--- config.mk ---
export PLATFORM = sky130hd
export DESIGN_NAME = pir_filter
export DESIGN_NICKNAME = d
export VERILOG_FILES = /design/src/rtl/pir_filter_pkg.sv /design/src/rtl/sync_2ff.sv /design/src/rtl/pir_filter.sv
export SDC_FILE = /design/constraint.sdc
export NUM_CORES = 1
export LEC_CHECK = 0
export BUFFER_PORTS_ARGS = -buffer_cell sky130_fd_sc_hd__buf_2
export CAP_MARGIN = 20
export CELL_PAD_IN_SITES_DETAIL_PLACEMENT = 0
export CELL_PAD_IN_SITES_GLOBAL_PLACEMENT = 1
export CORE_MARGIN = 2
export CORE_UTILIZATION = 38
export DETAILED_ROUTE_END_ITERATION = 7
export PLACE_DENSITY = 0.74
export SYNTH_ARGS = -nofsm -noshare
export SYNTH_HDL_FRONTEND = slang
export SYNTH_HIERARCHICAL = 1
export SYNTH_SLANG_ARGS = --single-unit
--- constraint.sdc ---
create_clock -name clk -period 4.9 [get_ports clk]
set_input_delay 0.735 -clock clk [delete_from_list [all_inputs] [get_ports clk]]
set_output_delay 0.735 -clock clk [all_outputs]
set_load 0.1 [all_outputs]
--- src/rtl/pir_filter_pkg.sv ---
// pir_filter_pkg: FSM state encoding and default timing constants for pir_filter
package pir_filter_pkg;
  typedef enum logic [2:0] {
    ST_WARMUP  = 3'd0,
    ST_IDLE    = 3'd1,
    ST_QUALIFY = 3'd2,
    ST_ACTIVE  = 3'd3,
    ST_RELEASE = 3'd4,
    ST_LOCKOUT = 3'd5
  } state_t;
  localparam int unsigned DEF_CLK_FREQ       = 50_000_000;
  localparam int unsigned DEF_WARMUP_CYCLES  = 50_000_000;
  localparam int unsigned DEF_QUALIFY_CYCLES = 500_000;
  localparam int unsigned DEF_RELEASE_CYCLES = 2_500_000;
  localparam int unsigned DEF_LOCKOUT_CYCLES = 25_000_000;
endpackage

--- src/rtl/sync_2ff.sv ---
// sync_2ff: two-flop synchronizer for an asynchronous single-bit input
// Ports: clk, reset (async, active-high, clears both flops), d (async in), q (synchronized out)
module sync_2ff (
  input  logic clk,
  input  logic reset,
  input  logic d,
  output logic q
);
  logic s1_q, s2_q;
  always_ff @(posedge clk or posedge reset)
    if (reset) {s2_q, s1_q} <= 2'b00;
    else       {s2_q, s1_q} <= {s1_q, d};
  assign q = s2_q;
endmodule

--- src/rtl/pir_filter.sv ---
// pir_filter: PIR sensor debounce/qualify FSM with warm-up, release hold-off and lockout
// Ports: clk, reset (async, active-high), sensor_raw (async PIR out),
//        motion (qualified level), motion_rise (onset pulse), ready (warm-up done),
//        event_count (onset count)
// Macro PIR_FILTER_EVENT_CNT_EN: when defined, event_count is a saturating onset counter;
//        otherwise it is tied to zero.
module pir_filter
  import pir_filter_pkg::*;
#(
  parameter int unsigned CLK_FREQ       = DEF_CLK_FREQ,
  parameter int unsigned WARMUP_CYCLES  = DEF_WARMUP_CYCLES,
  parameter int unsigned QUALIFY_CYCLES = DEF_QUALIFY_CYCLES,
  parameter int unsigned RELEASE_CYCLES = DEF_RELEASE_CYCLES,
  parameter int unsigned LOCKOUT_CYCLES = DEF_LOCKOUT_CYCLES
) (
  input  logic        clk,
  input  logic        reset,
  input  logic        sensor_raw,
  output logic        motion,
  output logic        motion_rise,
  output logic        ready,
  output logic [15:0] event_count
);
  if (CLK_FREQ < 1 || WARMUP_CYCLES < 1 || QUALIFY_CYCLES < 1 ||
      RELEASE_CYCLES < 1 || LOCKOUT_CYCLES < 1) begin : g_bad_param
    $error("pir_filter: all cycle parameters must be >= 1");
  end
  logic s2;
  sync_2ff u_sync (.clk(clk), .reset(reset), .d(sensor_raw), .q(s2));
  state_t      state_q, state_d;
  logic [31:0] cnt_q, cnt_d;
  logic        motion_q, motion_d, rise_q, rise_d, ready_q, ready_d;
  always_comb begin
    state_d  = state_q;
    cnt_d    = cnt_q + 32'd1;
    motion_d = motion_q;
    rise_d   = 1'b0;
    ready_d  = ready_q;
    case (state_q)
      ST_WARMUP:
        if (cnt_q == WARMUP_CYCLES - 1) begin
          state_d = ST_IDLE;
          ready_d = 1'b1;
          cnt_d   = '0;
        end
      ST_IDLE: begin
        cnt_d   = '0;
        state_d = s2 ? ST_QUALIFY : ST_IDLE;
      end
      ST_QUALIFY:
        if (!s2) state_d = ST_IDLE;
        else if (cnt_q == QUALIFY_CYCLES - 1) begin
          state_d  = ST_ACTIVE;
          motion_d = 1'b1;
          rise_d   = 1'b1;
        end
      ST_ACTIVE: begin
        cnt_d   = '0;
        state_d = s2 ? ST_ACTIVE : ST_RELEASE;
      end
      ST_RELEASE:
        if (s2) state_d = ST_ACTIVE;
        else if (cnt_q == RELEASE_CYCLES - 1) begin
          state_d  = ST_LOCKOUT;
          motion_d = 1'b0;
          cnt_d    = '0;
        end
      ST_LOCKOUT:
        if (cnt_q == LOCKOUT_CYCLES - 1) begin
          state_d = ST_IDLE;
          cnt_d   = '0;
        end
      default: begin
        state_d = ST_WARMUP;
        cnt_d   = '0;
      end
    endcase
  end
  always_ff @(posedge clk or posedge reset)
    if (reset) begin
      state_q  <= ST_WARMUP;
      cnt_q    <= '0;
      motion_q <= 1'b0;
      rise_q   <= 1'b0;
      ready_q  <= 1'b0;
    end else begin
      state_q  <= state_d;
      cnt_q    <= cnt_d;
      motion_q <= motion_d;
      rise_q   <= rise_d;
      ready_q  <= ready_d;
    end
  assign motion      = motion_q;
  assign motion_rise = rise_q;
  assign ready       = ready_q;
`ifdef PIR_FILTER_EVENT_CNT_EN
  logic [15:0] event_count_q, event_count_d;
  // counts together with the registered rise pulse; holds at all-ones
  always_comb event_count_d = event_count_q + 16'(rise_d && event_count_q != 16'hFFFF);
  always_ff @(posedge clk or posedge reset)
    if (reset) event_count_q <= '0;
    else       event_count_q <= event_count_d;
  assign event_count = event_count_q;
`else
  assign event_count = 16'h0000;
`endif
endmodule

==> metrics, run 1 <==
DR iter-0 viols=114; post-route insts no fill=328; vias in the first global route=1598; final hold slack=0.294 ns; PD cells=260 nW/um^2; clk sinks=40; DRC errors left=0; setup bufs post-CTS=0; I/O pin total=22; Final Hold Viols=0; DR vias/cell=5.28; # resized after CTS=0; fin worst setup slack=2.30 ns; Final Core Density=40.8%; Worst Setup Start Kind=register; row count=28; MaxCap Viol Count=0; CP Max Fanout=22; dpl cell area=2300 sq um; Yosys cell types=43; syn avg cell area=9.10 sq um; post-layout instance area=2390 sq um; Cells after Synth=251; Fill cells=582; sum of negative setup slack=0 ns; hpwl dp=3310 microns; setup slack after placement=2.24 ns; layout cells sized above 1=7.91%; Initial Util=39.1%; synth warn=6; hold buffer count at cts=0; total grt overflow=0; post-layout net count=256; min-delay worst type=input pin to async pin; Pre-antenna DRT Iters=4; Mapped Area=2280 sq um; slew margin rel.=43.3%; clock skew=0.00493 ns; GR Util All Layers=15.7%; Peak supply drop=0.125 mV; Post-synth EDFFs=0; Setup CP Type=register to register; fin. max-slew vios=0; Leak=0.967 nW; Post-Route WL=4830 microns; flop and latch count out of synthesis=40; core area=5850 sq um; Synth top area share=43.8%; Async S/R FF share, synth=100%; actual slew at the worst max-slew pin=0.850 ns; post-synthesis sequential area ratio=43.8%; Antenna diodes=0; synth top area cells=dfrtp_1 44%, xnor2_1 8.8%, nor2_1 5.9%; Area growth, synth to finish=4.55%; global-route wire length before repair=8050 microns; via count=1733; initial antenna violation count=0; period utilization=53.0%; post-route ant nets=0; TritonCTS Buffers=5; outcome=finished, final reports clean; most common flop cell mapped by yosys=dfrtp_1; Placer Congestion=0.859; WP data arrival=2.74 ns; DIE AREA=6650 sq um; Final setup viols=0; Max Fclk=385 MHz; Synth area leader=dfrtp_1; clk buf depth=2; Die H=81.5 microns; clk root buf=clkbuf_8; H-Tree Depth=2; Worst-Skew Late Latency=0.29 ns; Overall Power=0.620 mW; Die W=81.5 microns; Worst-path clk slew=0.08 ns; WL/cell=14.7 microns; placed insts=320; Port Buffers=5; largest net degree at the start of global routing=23; WP data required=5.04 ns; RSZ-0062 raised after global routing=no; CTS tree=done; Final Critical Period=2.60 ns; critical path endpoint category=register
-- registers in the layout, summed over array words and instances, names as in the netlist --
register	count
cnt_q	32
motion	1
motion_rise	1
ready	1
state_q	3
u_sync/q	1
u_sync/s1_q	1
-- critical path, stage by stage, from the launching register on --
cell,delay (ns)
dfrtp_1,0.37
ha_1,0.21
and4_1,0.33
nand4_1,0.25
o41ai_1,0.41
o31a_1,0.75
nor2_1,0.12
-- layout make-up --
| cell class | instances | area, sq um | area share (%) |
|---|---|---|---|
| Multi-Input combinational cell | 192 | 1140 | 47.9 |
| Clock buffer | 8 | 90.1 | 3.77 |
| Timing Repair Buffer | 6 | 32.5 | 1.36 |
| Inverter | 7 | 26.3 | 1.10 |
| Tap cell | 75 | 93.8 | 3.93 |
| Sequential cell | 40 | 1000 | 41.9 |
-- cells by family after synthesis --
group           after synthesis  share of synthesized area [%]
simple gates                129                           30.6
flops                        40                           43.8
buf+inv                      34                           8.54
compound gates               17                           5.15
fa+ha+maj                     1                          0.548
mux                           1                          0.493
xor+xnor                     28                           10.7
other cells                   1                          0.164
-- placed cells by master (no fill, tap or decap), types with 2 or more instances in the layout --
master,n
and3_1,4
and4_1,3
o41ai_1,2
buf_2,5
clkbuf_8,6
o21ai_0,5
nor3_1,13
clkbuf_1,2
conb_1,16
nand2b_1,2
nand2_1,17
or3_1,3
xor2_1,5
nor4bb_1,2
or4_1,3
nor2_1,36
a21oi_1,3
inv_1,7
nor4_1,7
nor2b_1,3
xnor2_1,23
and2_1,2
nand3_1,13
dfrtp_1,40
nand4_1,8
nor4b_1,5
-- layer usage --
metal	GRT usage, %	wire length, microns	vias to the layer above
met5	0	0	-
met1	22.5	2360	844
met3	2.97	171	4
li1	-	-	845
met4	4.58	57	0
met2	24.2	2240	40
-- cell usage after synthesis (all sizes together) (3+ instances only) --
master and count:
nand2 18, o21ai 5, xnor2 23, nor2b 3
and3 4, or3 4, nand4 8, buf 20
nor3 13, dfrtp 40, and4 3, nand3 14
nor2 36, nor4 7, xor2 5, nor4b 5
a21oi 3, inv 7, or4 4, clkbuf 7
-- path summary, 6_finish.rpt --
kind | startpoint | endpoint | slack [ns] | cells past startpoint
max in group asynchronous | reset | cnt_q[14] | 3.59 | 3
min in group clk | u_sync/s1_q | u_sync/q | 0.36 | 0
hold / removal | reset | u_sync/s1_q | 0.29 | 2
hold reg to reg | u_sync/s1_q | u_sync/q | 0.36 | 0
setup / recovery | cnt_q[0] | cnt_q[17] | 2.30 | 6
setup reg to reg | cnt_q[0] | cnt_q[17] | 2.30 | 6
-- report_power, final --
part	switching (mW)	internal, mW
Sequential	0.000748	0.331
Combinational	0.0602	0.00164
Clock	0.112	0.115
Total	0.173	0.447
No activity file was read; power rests on OpenSTA's default activity.
==> inputs of run 2 (changes only) <==
- clock period: 4.9 -> 2.5 ns (I/O delays scaled with it)
==> run 2 against run 1 <==
Fmax rose by 17%. Sequential share of layout area fell by 1.2 points. Sequential power rose by 96%. Global-route usage rose by 0.22 points.
==> metrics, run 2 (synthesized netlist as in run 1, its figures left out) <==
outcome=finished, final reports clean (unchanged); post-layout net count=263 (was 256); fin. max-slew vios=0 (unchanged); WP data arrival=2.39 ns (was 2.74 ns); post-route ant nets=0 (unchanged); Die H=81.5 microns (unchanged); Setup CP Type=register to register (unchanged); Worst R2R Start=cnt_q[6] (was cnt_q[0]); I/O pin total=22 (unchanged); GR Util All Layers=16.0% (was 15.7%); commonest non-fill, non-tap cell in the layout=dfrtp_1 (unchanged); PD cells=495 nW/um^2 (was 260 nW/um^2); Leak=1.00 nW (was 0.967 nW); core area=5850 sq um (unchanged); WP data required=2.67 ns (was 5.04 ns); min-delay src=sensor_raw; Worst Setup Start Kind=register (unchanged); largest net degree at the start of global routing=39 (was 23); Placer Congestion=0.822 (was 0.859); # resized after CTS=0 (unchanged); final hold slack=0.188 ns (was 0.294 ns); DIE AREA=6650 sq um (unchanged); Worst-Skew Late Latency=0.29 ns (about the same); Initial Util=39.1% (unchanged); hold buffer count at cts=1 (was 0); CP Max Fanout=22 (unchanged); Final Hold Viols=0 (unchanged); commonest non-fill, non-tap cells in the layout=40 x dfrtp_1, 36 x nor2_1, 23 x xnor2_1, 17 x nand2_1, 16 x conb_1 (unchanged); setup bufs post-CTS=0 (unchanged); period utilization=88.6% (was 53.0%); Port Buffers=5 (unchanged); Final setup viols=0 (unchanged); TritonCTS Buffers=5 (unchanged); Antenna diodes=0 (unchanged); initial antenna violation count=0 (unchanged); max reg flops=32 (unchanged); Worst-path clk slew=0.08 ns (about the same); via count=1716 (was 1733); layout cells sized above 1=10.0% (was 7.91%); global-route wire length before repair=8050 microns (unchanged); RSZ-0062 raised after global routing=no (unchanged); DRC errors left=0 (unchanged); H-Tree Depth=2 (unchanged); Pre-antenna DRT Iters=4 (unchanged); row count=28 (unchanged); clk root buf=clkbuf_8 (unchanged); MaxCap Viol Count=0 (unchanged); min-delay worst type=input pin to register (was input pin to async pin); Die W=81.5 microns (unchanged); Post-Route WL=4750 microns (was 4830 microns); sum of negative setup slack=0 ns (unchanged); critical path endpoint category=register (unchanged); total grt overflow=0 (unchanged); clk buf depth=2 (unchanged); clock skew=0.0101 ns (was 0.00493 ns); clk sinks=40 (unchanged); DR vias/cell=5.12 (was 5.28); hpwl dp=3400 microns (was 3310 microns); Max Fclk=451 MHz (was 385 MHz); CP startpoint=cnt_q[6] (was cnt_q[0]); biggest regs=cnt_q: 32 flops, state_q: 3 flops (unchanged); vias in the first global route=1604 (was 1598); Area growth, synth to finish=7.50% (was 4.55%); DR iter-0 viols=96 (was 114); Biggest register=cnt_q (unchanged); WL/cell=14.2 microns (was 14.7 microns); Final Critical Period=2.22 ns (was 2.60 ns); CTS tree=done (unchanged); Peak supply drop=0.204 mV (was 0.125 mV)
run 2: cell type report:
cell class	instances	area [sq um]
Multi-Input combinational cell	192	1140
Clock buffer	8	90.1
Tap cell	75	93.8
Sequential cell	40	1000
Timing Repair Buffer	13	100
Inverter	7	26.3
Fill cell	604	3390
run 2: layer usage:
metal / share of wire [%] / wire length (microns) / vias to the layer above / global-route usage (%)
met4: 0.80 / 38 / 0 / 4.07
li1: - / - / 859 / -
met5: 0 / 0 / - / 0
met2: 44 / 2110 / 21 / 24.3
met3: 2.4 / 113 / 4 / 3.30
met1: 52 / 2480 / 832 / 23.0
run 2: path summary, 6_finish.rpt:
kind                               end  slack [ns]  depth (start not counted)
max in group asynchronous    cnt_q[20]        1.40                          4
setup reg to reg              cnt_q[3]        0.28                          6
hold reg to reg               u_sync/q        0.37                          0
setup / recovery              cnt_q[3]        0.28                          6
hold / removal             u_sync/s1_q        0.19                          1
min in group asynchronous  u_sync/s1_q        0.47                          3
run 2: where the power goes:
| group | switching [mW] | total [mW] | internal (mW) |
|---|---|---|---|
| registers | 0.00143 | 0.650 | 0.648 |
| clock network | 0.219 | 0.444 | 0.225 |
| logic | 0.118 | 0.122 | 0.00427 |
| total | 0.338 | 1.22 | 0.878 |
run 2: critical path: stages (launching register included):
cell and delay [ns]:
dfrtp_1 0.46, nor4b_1 0.46, nand4_1 0.22, nor4b_1 0.48, o31a_1 0.25, buf_12 0.17
nor2_1 0.06
run 2: through the flow:
stage / std cells / utilization (%) / worst slack [ns] / cell area, sq um / total power, mW
global route: 335 / 42.0 / 0.137 / 2460 / 1.27
detailed placement: 326 / 40.3 / 0.297 / 2360 / 0.784
global placement: 326 / 40.3 / 0.351 / 2360 / 0.784
floorplan: 266 / - / 0.427 / 2340 / 0.796
finish: 335 / 42.0 / 0.284 / 2460 / 1.22
CTS: 335 / 42.0 / 0.271 / 2460 / 1.23
==> inputs of run 3 (changes only) <==
- SYNTH_HIERARCHICAL: 1 -> default
==> run 3 against run 2 <==
Largest cell class unchanged. Die area is 0.48% lower. Count of clock-buffer cells in the layout down 3. Setup slack got worse by 0.25 ns. Sequential share of layout area down 1.7 points. Routed wire length grew 3.9%. Worst hold slack is essentially flat. Critical path type unchanged. Synthesized cell count is 1.2% lower. Fmax decreased by 10%.
==> metrics, run 3 <==
via count=1790 (was 1716); min-delay worst type=input pin to register (unchanged); Synth top area share=44.0% (was 43.8%); Worst Setup Start Kind=register (unchanged); Yosys cell types=39 (was 43); WL/cell=14.2 microns (about the same); clk buf depth=2 (unchanged); critical path endpoint category=register (unchanged); flop and latch count out of synthesis=40 (unchanged); worst path cell trace=or4_4 -> or3_1 -> or4_4 -> a221oi_4 -> buf_12 -> a21oi_1 (was nor4b_1 -> nand4_1 -> nor4b_1 -> o31a_1 -> buf_12 -> nor2_1); Mapped Area=2270 sq um (was 2280 sq um); layout cells sized above 1=15.1% (was 10.0%); DRC errors left=0 (unchanged); period utilization=98.5% (was 88.6%); CP Max Fanout=22 (unchanged); Synth area leader=dfrtp_1 (unchanged); core area=5850 sq um (unchanged); syn avg cell area=9.17 sq um (was 9.10 sq um); Post-Route WL=4930 microns (was 4750 microns); synth top area cells=dfrtp_1 44%, xnor2_1 7.3%, nor2_1 6.4% (was dfrtp_1 44%, xnor2_1 8.8%, nor2_1 5.9%); WP data arrival=2.65 ns (was 2.39 ns); most frequent cell after synthesis=dfrtp_1 (unchanged); Initial Util=38.9% (was 39.1%); Final setup viols=0 (unchanged); crit path max-delay cell type=or4_4 (was nor4b_1); post-layout net count=275 (was 263); I/O pin total=22 (unchanged); Post-synth EDFFs=0 (unchanged); TritonCTS Buffers=5 (unchanged); Max Fclk=406 MHz (was 451 MHz); setup bufs post-CTS=0 (unchanged); fin. max-slew vios=0 (unchanged); Biggest register=cnt_q (unchanged); synth warn=0 (was 6); Final Hold Viols=0 (unchanged); Leak=1.07 nW (was 1.00 nW); Critical Path Most Common Cell=or4_4 (was nor4b_1); top cells by count, synth=40 x dfrtp_1, 39 x nor2_1, 19 x xnor2_1 (was 40 x dfrtp_1, 36 x nor2_1, 23 x xnor2_1); hold buffer count at cts=0 (was 1); hpwl dp=3570 microns (was 3400 microns); actual slew at the worst max-slew pin=0.512 ns; clk root buf=clkbuf_8 (unchanged); DIE AREA=6620 sq um (was 6650 sq um); Port Buffers=5 (unchanged); commonest non-fill, non-tap cell in the layout=dfrtp_1 (unchanged); Setup CP Type=register to register (unchanged); max reg flops=32 (unchanged); Area growth, synth to finish=12.6% (was 7.50%); row count=28 (unchanged); Final Critical Period=2.46 ns (was 2.22 ns); Worst-path clk slew=0.08 ns (about the same); post-route ant nets=0 (unchanged); RSZ-0062 raised after global routing=yes (was no); GR Util All Layers=17.0% (was 16.0%); WP data required=2.68 ns (was 2.67 ns); largest net degree at the start of global routing=41 (was 39); global-route wire length before repair=8560 microns (was 8050 microns); clk sinks=40 (unchanged); Worst-Skew Late Latency=0.30 ns (was 0.29 ns); most common flop cell mapped by yosys=dfrtp_1 (unchanged); PD cells=509 nW/um^2 (was 495 nW/um^2); Die W=81.3 microns (was 81.5 microns); Antenna diodes=0 (unchanged); MaxCap Viol Count=0 (unchanged); Placer Congestion=0.791 (was 0.822); # resized after CTS=0 (unchanged); CP peak stage delay=0.55 ns (was 0.48 ns); clock skew=0.00780 ns (was 0.0101 ns); Die H=81.3 microns (was 81.5 microns); biggest regs=cnt_q: 32 flops, state_q: 3 flops (unchanged); DR vias/cell=5.16 (was 5.12); post-synthesis sequential area ratio=44.0% (was 43.8%); Async S/R FF share, synth=100% (unchanged); final hold slack=0.188 ns (about the same); outcome=finished, final reports clean (unchanged); DR iter-0 viols=99 (was 96); Pre-antenna DRT Iters=4 (unchanged); commonest non-fill, non-tap cells in the layout=40 x dfrtp_1, 39 x nor2_1, 19 x xnor2_1, 18 x buf_4, 16 x conb_1 (was 40 x dfrtp_1, 36 x nor2_1, 23 x xnor2_1, 17 x nand2_1, 16 x conb_1); total grt overflow=0 (unchanged); Overall Power=1.30 mW (was 1.22 mW); slew margin rel.=65.9%; H-Tree Depth=2 (unchanged); Cells after Synth=248 (was 251); CTS tree=done (unchanged); initial antenna violation count=0 (unchanged); vias in the first global route=1755 (was 1604); Peak supply drop=0.268 mV (was 0.204 mV)
-- run 3: cell types whose count changed in the layout (fill, tap and decap cells not counted), moves of 3 or more --
cell     before  now
nor2_1       36   39
nor3_1       13   10
inv_1         7   10
or3_1         3    9
nand2_1      17   12
and3_1        4    1
nor4b_1       5    1
a21oi_1       3    6
buf_4         6   18
xnor2_1      23   19
-- run 3: cell families (layout without fill, tap and decap cells) --
logic type               after synthesis  after routing  share of synthesized area [%]
other                                  1             16                          0.165
XOR/XNOR                              26             26                           10.0
AO/OA/AOI/OAI                         20             20                           6.33
adder cells (fa/ha/maj)                1              1                          0.550
multiplexers                           1              1                          0.495
buffers and inverters                 33             42                           8.75
flip-flops                            40             40                           44.0
AND/OR/NAND/NOR                      126            126                           29.7
-- run 3: routing by layer --
layer	share of wire (%)	track usage (%)	vias to the layer above
met5	0	0	-
met4	2.1	6.44	0
met3	3.0	3.33	7
met2	46	25.9	34
met1	49	23.8	862
li1	-	-	887
-- run 3: cell type report --
class | count | area [sq um]
multi-input cells | 190 | 1140
well taps | 75 | 93.8
clock buffers | 5 | 68.8
clock inverters | 3 | 42.5
repair buffers | 24 | 180
flip-flops and latches | 40 | 1000
inverters | 10 | 37.5
fillers | 585 | 3290
-- run 3: where the power goes --
group          internal [mW]  leakage (nW)  total [mW]  switching (mW)
combinational        0.00274         0.473       0.121           0.118
clock                  0.295        0.0541       0.534           0.238
sequential             0.648         0.540       0.649         0.00143
-- run 3: critical path, delay by kind of cell (launching register included) --
| family | cells | cell delay, ns |
|---|---|---|
| and+or+nand+nor | 3 | 1.37 |
| DFF | 1 | 0.40 |
| buffers and inverters | 1 | 0.20 |
| AOI/OAI and AO/OA | 2 | 0.37 |
-- run 3: through the flow --
| stage | cells | utilization, % | setup TNS [ns] | area, sq um | setup slack (ns) |
|---|---|---|---|---|---|
| after floorplan | 263 | - | 0 | 2330 | 0.0964 |
| after global placement | 339 | 41.7 | 0 | 2440 | 0.0683 |
| final | 347 | 43.8 | 0 | 2560 | 0.0375 |
| after CTS | 347 | 43.6 | 0 | 2550 | 0.0326 |
| after detailed placement | 339 | 41.7 | 0 | 2440 | 0.0570 |
| after global routing | 347 | 43.8 | -0.807 | 2560 | -0.0450 |
-- run 3: worst paths after layout --
| path | from | to | slack (ns) | depth (start not counted) |
|---|---|---|---|---|
| worst max-delay path | cnt_q[28] | cnt_q[25] | 0.04 | 6 |
| worst min-delay path | sensor_raw | u_sync.s1_q | 0.19 | 1 |
| worst max register to register | cnt_q[28] | cnt_q[25] | 0.04 | 6 |
| worst min register to register | u_sync.s1_q | u_sync.q | 0.36 | 0 |
| max in group asynchronous | reset | cnt_q[1] | 1.96 | 3 |
| min in group asynchronous | reset | state_q[1] | 0.20 | 3 |
